$ cat config.mk
export PLATFORM = sky130hd
export DESIGN_NAME = acc_layer_sequencer
export DESIGN_NICKNAME = d
export VERILOG_FILES = /design/src/rtl/acc_layer_sequencer.sv
export SDC_FILE = /design/constraint.sdc
export NUM_CORES = 1
export LEC_CHECK = 0
export CORE_ASPECT_RATIO = 1.2
export CORE_MARGIN = 5
export CORE_UTILIZATION = 33
export DETAILED_ROUTE_END_ITERATION = 10
export PLACE_DENSITY = 0.77
export SETUP_SLACK_MARGIN = 0.4
export SLEW_MARGIN = 20
export SYNTH_ARGS = -nofsm -noshare
export SYNTH_HDL_FRONTEND = slang
export SYNTH_SLANG_ARGS = --single-unit
$ cat constraint.sdc
create_clock -name clk -period 3.2 [get_ports clk]
set_input_delay 0.64 -clock clk [delete_from_list [all_inputs] [get_ports clk]]
set_output_delay 0.64 -clock clk [all_outputs]
set_load 0.02 [all_outputs]
$ cat src/rtl/acc_layer_sequencer.sv
// ---------------------------------------------------------------------------
// acc_layer_sequencer
//
// Top-level sequencer for the CNN accelerator. Runs NUM_LAYERS compute layers
// in order over per-layer valid/ready pairs. It muxes the shared weight-ROM
// address from the active layer and captures the final-layer class scores.
// It then runs a sequential signed argmax, one class per cycle, so the winning
// class index is presented alongside the raw scores.
//
// Optional feature: define ACC_SEQ_TIMEOUT_EN to build a per-layer watchdog.
// The watchdog aborts the run to DONE with err_o=1 after TIMEOUT_CYCLES cycles
// without the active layer's ready.
//
// Ports:
//   clk, rst         : clock (rising edge), synchronous active-high reset
//   acc_valid_i      : host start request, level-held
//   acc_ready_o      : run finished, held until acc_valid_i falls
//   layer_valid_o    : one-hot start for the active layer
//   layer_ready_i    : per-layer completion
//   layer_wt_addr_i  : packed per-layer weight addresses (slice k = layer k)
//   wt_ram_addr_o    : weight ROM address of the active layer
//   score_i          : final-layer scores (slice k = class k, signed)
//   score_o          : captured scores
//   class_o          : argmax class index
//   class_valid_o    : class_o/score_o belong to a completed run
//   layer_idx_o      : current layer index
//   busy_o           : high while running layers or scanning
//   err_o            : watchdog abort flag
// ---------------------------------------------------------------------------
module acc_layer_sequencer #(
    parameter int NUM_LAYERS     = 3,
    parameter int NUM_CLASSES    = 10,
    parameter int SCORE_W        = 8,
    parameter int WT_AW          = 9,
    parameter int TIMEOUT_CYCLES = 4096,
    localparam int CLS_W         = $clog2(NUM_CLASSES),
    localparam int LI_W          = (NUM_LAYERS > 1) ? $clog2(NUM_LAYERS) : 1
) (
    input  logic                           clk,
    input  logic                           rst,
    input  logic                           acc_valid_i,
    output logic                           acc_ready_o,
    output logic [NUM_LAYERS-1:0]          layer_valid_o,
    input  logic [NUM_LAYERS-1:0]          layer_ready_i,
    input  logic [NUM_LAYERS*WT_AW-1:0]    layer_wt_addr_i,
    output logic [WT_AW-1:0]               wt_ram_addr_o,
    input  logic [NUM_CLASSES*SCORE_W-1:0] score_i,
    output logic [NUM_CLASSES*SCORE_W-1:0] score_o,
    output logic [CLS_W-1:0]               class_o,
    output logic                           class_valid_o,
    output logic [LI_W-1:0]                layer_idx_o,
    output logic                           busy_o,
    output logic                           err_o
);

    // Elaboration-time sanity check on the configuration.
    if (NUM_LAYERS < 1 || NUM_CLASSES < 2 || SCORE_W < 1 || WT_AW < 1 || TIMEOUT_CYCLES < 1) begin : g_bad_cfg
        $error("acc_layer_sequencer: invalid parameter set");
    end

    typedef enum logic [1:0] {
        S_IDLE,
        S_RUN,
        S_SCAN,
        S_DONE
    } state_t;

    state_t                           state_q, state_d;
    logic [LI_W-1:0]                  layer_idx_q, layer_idx_d;
    logic [CLS_W-1:0]                 scan_k_q, scan_k_d;
    logic signed [SCORE_W-1:0]        best_q, best_d;
    logic [CLS_W-1:0]                 bidx_q, bidx_d;
    logic [CLS_W-1:0]                 class_q, class_d;
    logic [NUM_CLASSES*SCORE_W-1:0]   score_q, score_d;
    logic                             acc_ready_q, acc_ready_d;
    logic                             class_valid_q, class_valid_d;
    logic                             err_q, err_d;

    logic                             active_ready;
    logic [WT_AW-1:0]                 wt_addr_mux;
    logic signed [SCORE_W-1:0]        scan_score;
    logic signed [SCORE_W-1:0]        scan_best;
    logic [CLS_W-1:0]                 scan_bidx;
    logic                             wd_expire;

    // Active-layer selection (ready and weight address).
    always_comb begin
        active_ready = 1'b0;
        wt_addr_mux  = '0;
        for (int unsigned i = 0; i < NUM_LAYERS; i++) begin
            if (layer_idx_q == LI_W'(i)) begin
                active_ready = layer_ready_i[i];
                wt_addr_mux  = layer_wt_addr_i[i*WT_AW +: WT_AW];
            end
        end
    end

    // Score under comparison during SCAN.
    always_comb begin
        scan_score = '0;
        for (int unsigned i = 0; i < NUM_CLASSES; i++) begin
            if (scan_k_q == CLS_W'(i)) begin
                scan_score = score_q[i*SCORE_W +: SCORE_W];
            end
        end
    end

`ifdef ACC_SEQ_TIMEOUT_EN
    localparam int WD_W = $clog2(TIMEOUT_CYCLES + 1);

    logic [WD_W-1:0] wd_q, wd_d;

    // Counter is zero outside RUN, so it is already clear on entering RUN;
    // it also clears on every layer advance.
    always_comb begin
        if (state_q != S_RUN || active_ready) begin
            wd_d = '0;
        end else begin
            wd_d = wd_q + 1'b1;
        end
    end

    always_ff @(posedge clk) begin
        if (rst) begin
            wd_q <= '0;
        end else begin
            wd_q <= wd_d;
        end
    end

    // Counter value N-1 at an edge means N cycles have elapsed in this layer.
    assign wd_expire = (wd_q == WD_W'(TIMEOUT_CYCLES - 1));
`else
    assign wd_expire = 1'b0;
`endif

    // Strictly-greater signed compare keeps the lowest index on ties.
    always_comb begin
        scan_best = best_q;
        scan_bidx = bidx_q;
        if (scan_score > best_q) begin
            scan_best = scan_score;
            scan_bidx = scan_k_q;
        end
    end

    always_comb begin
        state_d       = state_q;
        layer_idx_d   = layer_idx_q;
        scan_k_d      = scan_k_q;
        best_d        = best_q;
        bidx_d        = bidx_q;
        class_d       = class_q;
        score_d       = score_q;
        acc_ready_d   = acc_ready_q;
        class_valid_d = class_valid_q;
        err_d         = err_q;

        case (state_q)
            S_IDLE: begin
                if (acc_valid_i) begin
                    state_d       = S_RUN;
                    layer_idx_d   = '0;
                    class_valid_d = 1'b0;
                    err_d         = 1'b0;
                end
            end
            S_RUN: begin
                if (active_ready) begin
                    if (layer_idx_q == LI_W'(NUM_LAYERS - 1)) begin
                        // Capture scores and seed the argmax with class 0.
                        state_d  = S_SCAN;
                        score_d  = score_i;
                        best_d   = score_i[SCORE_W-1:0];
                        bidx_d   = '0;
                        scan_k_d = CLS_W'(1);
                    end else begin
                        layer_idx_d = layer_idx_q + 1'b1;
                    end
                end else if (wd_expire) begin
                    state_d       = S_DONE;
                    acc_ready_d   = 1'b1;
                    class_valid_d = 1'b0;
                    err_d         = 1'b1;
                end
            end
            S_SCAN: begin
                best_d   = scan_best;
                bidx_d   = scan_bidx;
                scan_k_d = scan_k_q + 1'b1;
                if (scan_k_q == CLS_W'(NUM_CLASSES - 1)) begin
                    state_d       = S_DONE;
                    class_d       = scan_bidx;
                    acc_ready_d   = 1'b1;
                    class_valid_d = 1'b1;
                end
            end
            S_DONE: begin
                if (!acc_valid_i) begin
                    state_d     = S_IDLE;
                    acc_ready_d = 1'b0;
                end
            end
            default: begin
                state_d = S_IDLE;
            end
        endcase
    end

    always_ff @(posedge clk) begin
        if (rst) begin
            state_q       <= S_IDLE;
            layer_idx_q   <= '0;
            scan_k_q      <= '0;
            best_q        <= '0;
            bidx_q        <= '0;
            class_q       <= '0;
            score_q       <= '0;
            acc_ready_q   <= 1'b0;
            class_valid_q <= 1'b0;
            err_q         <= 1'b0;
        end else begin
            state_q       <= state_d;
            layer_idx_q   <= layer_idx_d;
            scan_k_q      <= scan_k_d;
            best_q        <= best_d;
            bidx_q        <= bidx_d;
            class_q       <= class_d;
            score_q       <= score_d;
            acc_ready_q   <= acc_ready_d;
            class_valid_q <= class_valid_d;
            err_q         <= err_d;
        end
    end

    assign layer_valid_o = (state_q == S_RUN) ? (NUM_LAYERS'(1) << layer_idx_q) : '0;
    assign wt_ram_addr_o = wt_addr_mux;
    assign score_o       = score_q;
    assign class_o       = class_q;
    assign class_valid_o = class_valid_q;
    assign acc_ready_o   = acc_ready_q;
    assign layer_idx_o   = layer_idx_q;
    assign busy_o        = (state_q == S_RUN) || (state_q == S_SCAN);
    assign err_o         = err_q;

endmodule

==> impl_metrics.ini, run 1 <==
[synth]
yosys.area_share.simple = 0.226
synthMuxAreaShare = 0.0115
ys_ff_latch = 106
ys_top_cells_by_count = 206 x nand2_1, 114 x a21oi_1, 106 x dfxtp_1
synth_compound_area_frac = 0.260
synthArstFlopShare = 0
yosysSeqAreaShare = 0.397
yosysWarnings = 0
synthAdderAreaFrac = 0.0445
synth_top_family_by_area = compound AO/OA/AOI/OAI gates
synth_xor_area_frac = 0
syn-num-nets = 841
yosys-top-cells-area = dfxtp_1 40%, nand2_1 14%, a21oi_1 11%
synthCells = 709
ys.flop_type = dfxtp_1
yosysMostFrequentCell = nand2_1
synth_top_area_cell = dfxtp_1
synth-edff-count = 0
synthDistinctLibCells = 53
postSynthAreaPerCell_um2 = 7.54
yosysTopAreaCellShare = 0.397
netlist_area_um2 = 5340

[floorplanning]
start_util = 0.332
fp.dieW_um = 126
io_pins = 215
die-area_um2 = 18800
die_h_um = 149
rows = 51
core_um2 = 16100

[worst_hold_path]
holdPathEnd = bidx_q[1]
hold_depth = 2
min_path_type = reg -> reg
hold_path.startpoint = bidx_q[1]

[timing]
rsz0062_at_grt = yes
max_slew.worst_pin.slew_ns = 0.753
max_freq_ghz = 0.302
min_period_over_period = 1.04
maxSlewViolCount = 0
max-slew-margin-rel = 0.498
hold_viol = 0
setup_viol = 6
period_minus_slack_ns = 3.31
fin_ws_ns = -0.114
fin_worst_skew_ns = 0.00685

[global_route]
grtUsageTotal = 0.197
antenna_found_initial = 0
gr-total-overflow = 0
grt_pass1_vias = 5753
grt_pass1_wl_mm = 30.0
grt_max_degree = 81

[drt]
final_antenna_net_count = 0
vias_per_cell = 5.26
drcViolationCount = 0
num_vias = 6062
dr.pass1.iters = 5
wirelength_mm = 20.3
wire_per_inst_um = 17.6
drt_iter0_markers = 446

[setup_path]
r2r_start = scan_k_q[0]
r2r_slack_ns = -0.11
startpoint_type = flop
cp_max_fo = 8
r2r_end = best_q[1]
worstPathArrival_ns = 3.55
end_kind = flop
crit_slowest_cell = dfxtp_4
path_class = reg -> reg
cpMostUsedCell = a21oi_4
crit_family = compound AO/OA/AOI/OAI gates
cp_num_cells = 13
reg2reg_depth = 13
cp_data_required_time_ns = 3.44
critPathBufInv = 2
critical_path.max_stage_delay_ns = 0.37
path_cells = buf_4 > ha_4 > or3_4 > a211o_1 > a22o_1 > ha_1 > nand4_1 > o21ai_2 > a21oi_2 > a21oi_4 > buf_6 > a21oi_4 > a221oi_2

[clocking]
cts_sinks = 106
clock_latency_ns = 0.35
cts_tree = done
hold_buffers = 0
cts_inserted_buffers = 9
path_clk_slew_ns = 0.07
cts_buffer_depth = 2
cts_root_buffer = clkbuf_16
ctsHtreeMaxLevel = 3

[place]
gp_congestion = 0.879
place.port_buffers = 213
dp_slack_ns = -0.0613
post-dp-hpwl_mm = 14.2
dp.cells = 1107

[cells_and_area]
diodes = 0
drive_gt1_frac = 0.157
final_cells = 1152
final_core_util = 0.538
fin_nets = 1067
area_delta_synth_final_pct = 61.9

[outcome]
failed_checks = negative setup slack
outcome = finished, violations left

[power_and_ir_drop]
p_leak_uw = 0.00300
total_power_uw = 4670
powerDensity_nw_per_um2 = 540
peakVddDrop_v = 0.000342

[flow_run]
maxCapViolations = 0
[layer usage]
layer / part of all wire / up-vias / track usage / wire, um
li1: - / 2893 / - / -
met5: 0 / - / 0 / 0
met4: 0.034 / 0 / 0.0703 / 696
met2: 0.50 / 300 / 0.349 / 10200
met1: 0.39 / 2808 / 0.236 / 7970
met3: 0.070 / 61 / 0.0394 / 1420
[where the power goes]
part           internal (uW)  switching, uW  leakage, uW  total [uW]
combinational            977           1050      0.00199        2030
clock                    710            506     0.000159        1220
sequential              1380           47.0     0.000857        1430
[layout by cell type (no fill, tap or decap), types with 10 or more instances in the layout]
cell	n
ha_1	11
nand3_1	13
clkdlybuf4s50_1	203
nor2b_1	10
dfxtp_1	103
nand2_1	204
a21oi_1	103
buf_4	41
buf_6	12
inv_1	20
a221oi_2	14
nor2_1	27
o21ai_0	16
a22oi_1	12
[state kept, by name, indices dropped and copies added, names as in the netlist]
name and cells:
acc_ready_o 1, best_q 8, bidx_q 4, class_o 4
class_valid_o 1, layer_idx_o 2, scan_k_q 4, score_o 80
state_q 2
[what timing repair did]
action                                  4_1_cts  5_1_grt
endpoints found under the setup margin       25       16
gates resized for setup                      42       32
buffers inserted                             16       13
cloned                                        0        0
pin swaps                                    31       22
[worst register-to-register path, cell delays in order, from the launching register on]
cell	delay [ns]
dfxtp_4	0.37
buf_4	0.14
ha_4	0.19
or3_4	0.37
a211o_1	0.33
a22o_1	0.27
ha_1	0.33
nand4_1	0.16
o21ai_2	0.22
a21oi_2	0.08
a21oi_4	0.23
buf_6	0.15
a21oi_4	0.04
a221oi_2	0.31
[how the worst max path moves through the flow]
| stage | slack (ns) | from | end |
|---|---|---|---|
| final | -0.11 | scan_k_q[0] | best_q[1] |
| after global routing | -0.17 | scan_k_q[0] | best_q[1] |
| after CTS | 0.17 | scan_k_q[0] | class_o[1] |
| after detailed placement | -0.06 | scan_k_q[0] | best_q[3] |
| after global placement | 0.04 | scan_k_q[0] | bidx_q[3] |
| after floorplan | 0.36 | scan_k_q[0] | best_q[6] |
[area by class of cell]
| class | count | area [um2] |
|---|---|---|
| Clock buffer | 10 | 239 |
| Clock inverter | 6 | 87.6 |
| Fill cell | 1458 | 7430 |
| Inverter | 23 | 91.3 |
| Multi-Input combinational cell | 526 | 3220 |
| Sequential cell | 106 | 2130 |
| Tap cell | 212 | 265 |
| Timing Repair Buffer | 269 | 2620 |
[cells by family after synthesis]
group,after synthesis
DFF,106
buffers and inverters,77
muxes,6
and+or+nand+nor,287
AOI/OAI and AO/OA,213
other,1
adders and majority gates,19
[metrics by stage]
stage          cell area (um2)  hold WS (ns)  TNS (ns)
2_1_floorplan             5460         0.432         0
3_3_place_gp              7830         0.442         0
3_5_place_dp              7830         0.447    -0.360
4_1_cts                   8400         0.457         0
5_1_grt                   8650         0.469     -1.03
6_report                  8650         0.459    -0.219
(Power assumes the default switching activity.)
==> inputs of run 2 (changes only) <==
Settings changed: CORE_ASPECT_RATIO 1.2 to not set, CORE_MARGIN 5 to 8, REMOVE_ABC_BUFFERS set to 1.
==> impl_metrics.ini, run 2 (same netlist as run 1, synthesis figures left out) <==
[place]
place.port_buffers = 213
gp_congestion = 0.943
post-dp-hpwl_mm = 14.5
dp_slack_ns = -0.184

[timing]
period_minus_slack_ns = 3.24
rsz0062_at_grt = yes
fin_tns_setup_ns = -0.213
fin_ws_ns = -0.0439
max-slew-margin-rel = 0.401
min_period_over_period = 1.01
hold_viol = 0
setup_viol = 9
max_freq_ghz = 0.308
maxSlewViolCount = 0
fin_worst_skew_ns = 0.00513
max_slew.worst_pin.slew_ns = 0.899

[power_and_ir_drop]
p_sw_uw = 1590
p_comb_frac = 0.440
seq_power_share = 0.311
peakVddDrop_v = 0.000320
internal_power_uw = 3020
p_leak_uw = 0.00302
power.share.clock = 0.249
powerDensity_nw_per_um2 = 534
swShare = 0.345

[floorplanning]
fp.dieW_um = 143
start_util = 0.336
rows = 46
die_h_um = 143
io_pins = 215
die-area_um2 = 20500
core_um2 = 15900

[clocking]
ctsHtreeMaxLevel = 3
cts_sinks = 106
path_clk_slew_ns = 0.07
cts_buffer_depth = 2
clock_latency_ns = 0.35
cts_inserted_buffers = 9
cts_root_buffer = clkbuf_16
cts_tree = done

[setup_path]
reg2reg_depth = 13
critPathBufInv = 2
cpMostUsedCell = a221o_1
critical_path.max_stage_delay_ns = 0.42
end_kind = flop
startpoint_type = flop
path_cells = inv_4 > ha_4 > buf_8 > nand3b_4 > a2111o_1 > a221o_1 > o31ai_2 > ha_2 > o21ai_2 > and3_1 > a221o_1 > mux2i_1 > a211oi_2
cp_max_fo = 8
crit_family = compound AO/OA/AOI/OAI gates
path_class = reg -> reg
cp_data_required_time_ns = 3.40
cp_num_cells = 13
crit_slowest_cell = a2111o_1
worstPathArrival_ns = 3.45

[cells_and_area]
largest_reg_flops = 80
area_delta_synth_final_pct = 61.4
fillers = 1454
final_core_util = 0.543
final_cell_mix = 203 x nand2_1, 203 x clkdlybuf4s50_1, 110 x a21oi_1
diodes = 0
fin_nets = 1067
drive_gt1_frac = 0.155

[drt]
drcViolationCount = 0
drt_iter0_markers = 467
wirelength_mm = 20.7
num_vias = 5903
dr.pass1.iters = 5
vias_per_cell = 5.11
wire_per_inst_um = 17.9
final_antenna_net_count = 0

[outcome]
failed_checks = negative setup slack
outcome = finished, violations left

[global_route]
grt_max_degree = 81
antenna_found_initial = 0
grtUsageTotal = 0.188
grt_pass1_vias = 5570
gr-total-overflow = 0
grt_pass1_wl_mm = 30.7

[worst_hold_path]
hold_depth = 2
min_path_type = reg -> reg

[flow_run]
maxCapViolations = 0
## run 2: cell types whose count changed in the layout (fill, tap and decap cells not counted), moves of 3 or more
cell,change
dlymetal6s2s_1,+3
o21ai_0,+3
a21oi_2,-6
a21oi_1,+7
dlygate4sd2_1,-4
buf_4,+3
## run 2: repair_timing
| action | CTS | global route |
|---|---|---|
| pin swaps | 31 | 23 |
| endpoints found under the setup margin | 26 | 21 |
| setup buffers | 8 | 12 |
| gates resized for setup | 59 | 36 |
| hold buffers | 0 | 0 |
## run 2: layout make-up
cell class	instances	area (um2)	area share
well taps	216	270	0.0313
multi-input cells	526	3210	0.372
repair buffers	269	2620	0.303
clock buffers	11	253	0.0293
inverters	23	93.8	0.0109
flip-flops and latches	106	2130	0.247
clock inverters	5	52.6	0.00609
## run 2: power groups by stage
stage	clock network, uW	logic (uW)	registers, uW
after global routing	1220	2150	1440
after global placement	0	1530	1440
after detailed placement	0	1560	1440
after CTS	1160	1790	1430
after floorplan	0	869	1440
final	1150	2030	1430
## run 2: path summary, 6_finish.rpt
path,from,to,slack (ns)
worst max-delay path,scan_k_q[0],class_o[1],-0.04
worst min-delay path,bidx_q[0],bidx_q[0],0.47
worst max register to register,scan_k_q[0],class_o[1],-0.04
worst min register to register,bidx_q[0],bidx_q[0],0.47
## run 2: per-layer routing
layer  wire, um  share of wire  GRT usage  up-vias
met2      10200           0.49      0.314      221
li1           -              -          -     2891
met4        468          0.023     0.0448        0
met1       8470           0.41      0.239     2759
met3       1570          0.076     0.0451       32
met5          0              0          0        -
## run 2: tightest hold or removal path, cell delays in order (launching register included)
cell     delay [ns]
dfxtp_1        0.31
nand2_1        0.05
a21oi_1        0.05
## run 2: metrics by stage
step	area (um2)	instances	power, uW	hold slack [ns]
after floorplan	5110	655	2310	0.425
final	8630	1156	4600	0.469
after CTS	8380	1144	4380	0.464
after detailed placement	7800	1120	3000	0.445
after global routing	8630	1156	4810	0.481
after global placement	7800	1120	2970	0.443
==> inputs of run 3 (changes only) <==
Settings changed: CELL_PAD_IN_SITES_DETAIL_PLACEMENT set to 2, CELL_PAD_IN_SITES_GLOBAL_PLACEMENT set to 2, CORE_UTILIZATION 33 to 25, PLACE_DENSITY 0.77 to 0.95.
Clock period 3.2 ns to 3.8 ns, I/O delays scaled along.
==> impl_metrics.ini, run 3 (same netlist as run 1, synthesis figures left out) <==
[outcome]
outcome = complete, no violations

[timing]
period_minus_slack_ns = 3.55
min_period_over_period = 0.933
setup_viol = 0
hold_viol = 0
rsz0062_at_grt = yes
max-slew-margin-rel = 0.368
fin_worst_skew_ns = 0.0142
max_freq_ghz = 0.282
maxSlewViolCount = 0
max_slew.worst_pin.slew_ns = 0.948

[setup_path]
startpoint_type = flop
crit_family = compound AO/OA/AOI/OAI gates
crit_slowest_cell = dfxtp_4
path_class = reg -> reg
r2r_slack_ns = 0.25
critPathBufInv = 4
cp_num_cells = 16
reg2reg_depth = 16
worst_setup_path_startpoint = scan_k_q[1]
endpoint = best_q[6]
cp_data_required_time_ns = 4.08
end_kind = flop
worstPathArrival_ns = 3.83
r2r_start = scan_k_q[1]
r2r_end = best_q[6]
cp_max_fo = 10
critical_path.max_stage_delay_ns = 0.38
path_cells = buf_12 > ha_4 > buf_4 > nor2_2 > o22ai_4 > a221oi_2 > a22oi_2 > ha_1 > nor2b_2 > o31ai_4 > a31oi_2 > a21oi_4 > buf_12 > buf_12 > nand2_1 > a21oi_1
cpMostUsedCell = buf_12

[clocking]
path_clk_slew_ns = 0.08
ctsHtreeMaxLevel = 3
clock_latency_ns = 0.37
hold_buffers = 0
cts_buffer_depth = 2
cts_sinks = 106
cts_tree = done
cts_inserted_buffers = 9
cts_root_buffer = clkbuf_16

[drt]
final_antenna_net_count = 0
wire_per_inst_um = 24.1
vias_per_cell = 5.26
dr.pass1.iters = 5
num_vias = 6289
drt_iter0_markers = 349
wirelength_mm = 28.8
drcViolationCount = 0

[floorplanning]
fp.dieW_um = 162
die-area_um2 = 26300
core_um2 = 21000
die_h_um = 162
start_util = 0.254
io_pins = 215
rows = 53

[flow_run]
maxCapViolations = 0

[global_route]
grtUsageTotal = 0.200
grt_pass1_wl_mm = 41.2
antenna_found_initial = 1
gr-total-overflow = 0
grt_max_degree = 81
grt_pass1_vias = 6892

[place]
dp.cells = 1164
place_area_um2 = 7760
gp_congestion = 0.890
place.port_buffers = 213
post-dp-hpwl_mm = 19.6

[cells_and_area]
area_delta_synth_final_pct = 57.4
fillers = 2327
fin_area_um2 = 8410
diodes = 0
final_cells = 1196
drive_gt1_frac = 0.122
largest_reg_flops = 80
final_common_cell = clkdlybuf4s50_1
fin_nets = 1048
final_cell_mix = 212 x clkdlybuf4s50_1, 205 x nand2_1, 111 x a21oi_1

[power_and_ir_drop]
peakVddDrop_v = 0.000230
powerDensity_nw_per_um2 = 464
total_power_uw = 3910
p_leak_uw = 0.00282

[worst_hold_path]
min_path_type = reg -> reg
hold_depth = 2
[run 3: area by class of cell]
class                   instances  area [um2]  area share
repair buffers                250        2450       0.292
inverters                      23        88.8      0.0106
multi-input cells             526        3110       0.369
well taps                     275         344      0.0409
clock inverters                 6        50.0     0.00595
flip-flops and latches        106        2130       0.253
clock buffers                  10         239      0.0284
[run 3: how the worst min path moves through the flow]
| stage | startpoint | to | slack [ns] |
|---|---|---|---|
| floorplan | bidx_q[0] | bidx_q[0] | 0.43 |
| global placement | bidx_q[0] | bidx_q[0] | 0.44 |
| detailed placement | bidx_q[2] | bidx_q[2] | 0.46 |
| CTS | bidx_q[2] | bidx_q[2] | 0.47 |
| global route | bidx_q[2] | bidx_q[2] | 0.51 |
| finish | bidx_q[2] | bidx_q[2] | 0.49 |
[run 3: worst reg2reg max path, stage by stage, from the launching register on]
cell and delay [ns]:
dfxtp_4 0.38, buf_12 0.13, ha_4 0.19, buf_4 0.20, nor2_2 0.21, o22ai_4 0.16, a221oi_2 0.28, a22oi_2 0.15
ha_1 0.36, nor2b_2 0.18, o31ai_4 0.29, a31oi_2 0.18, a21oi_4 0.24, buf_12 0.15, buf_12 0.12, nand2_1 0.10
a21oi_1 0.16
[run 3: power breakdown]
part	total (uW)	switching (uW)	internal [uW]
Combinational	1720	931	787
Clock	972	500	472
Sequential	1220	52.7	1160
Total	3910	1480	2420
[run 3: per-stage QoR]
step                      setup TNS [ns]  hold slack, ns  worst slack [ns]   util
after floorplan                        0           0.425             0.460      -
after global placement                 0           0.445             0.270  0.369
after detailed placement         -0.0451           0.458           -0.0202  0.369
after CTS                              0           0.467             0.414  0.389
after global routing                   0           0.506             0.185  0.400
final                                  0           0.487             0.253  0.400
[run 3: timing repair]
item | in CTS | in global routing
pin swaps | 2 | 16
setup endpoints to repair | 16 | 25
buffers inserted | 3 | 13
resized for setup | 22 | 28
[run 3: per-layer routing]
layer / global-route usage / routed length [um]
met1: 0.224 / 11300
met2: 0.338 / 13900
met3: 0.0653 / 2350
met4: 0.0960 / 1190
met5: 0 / 9
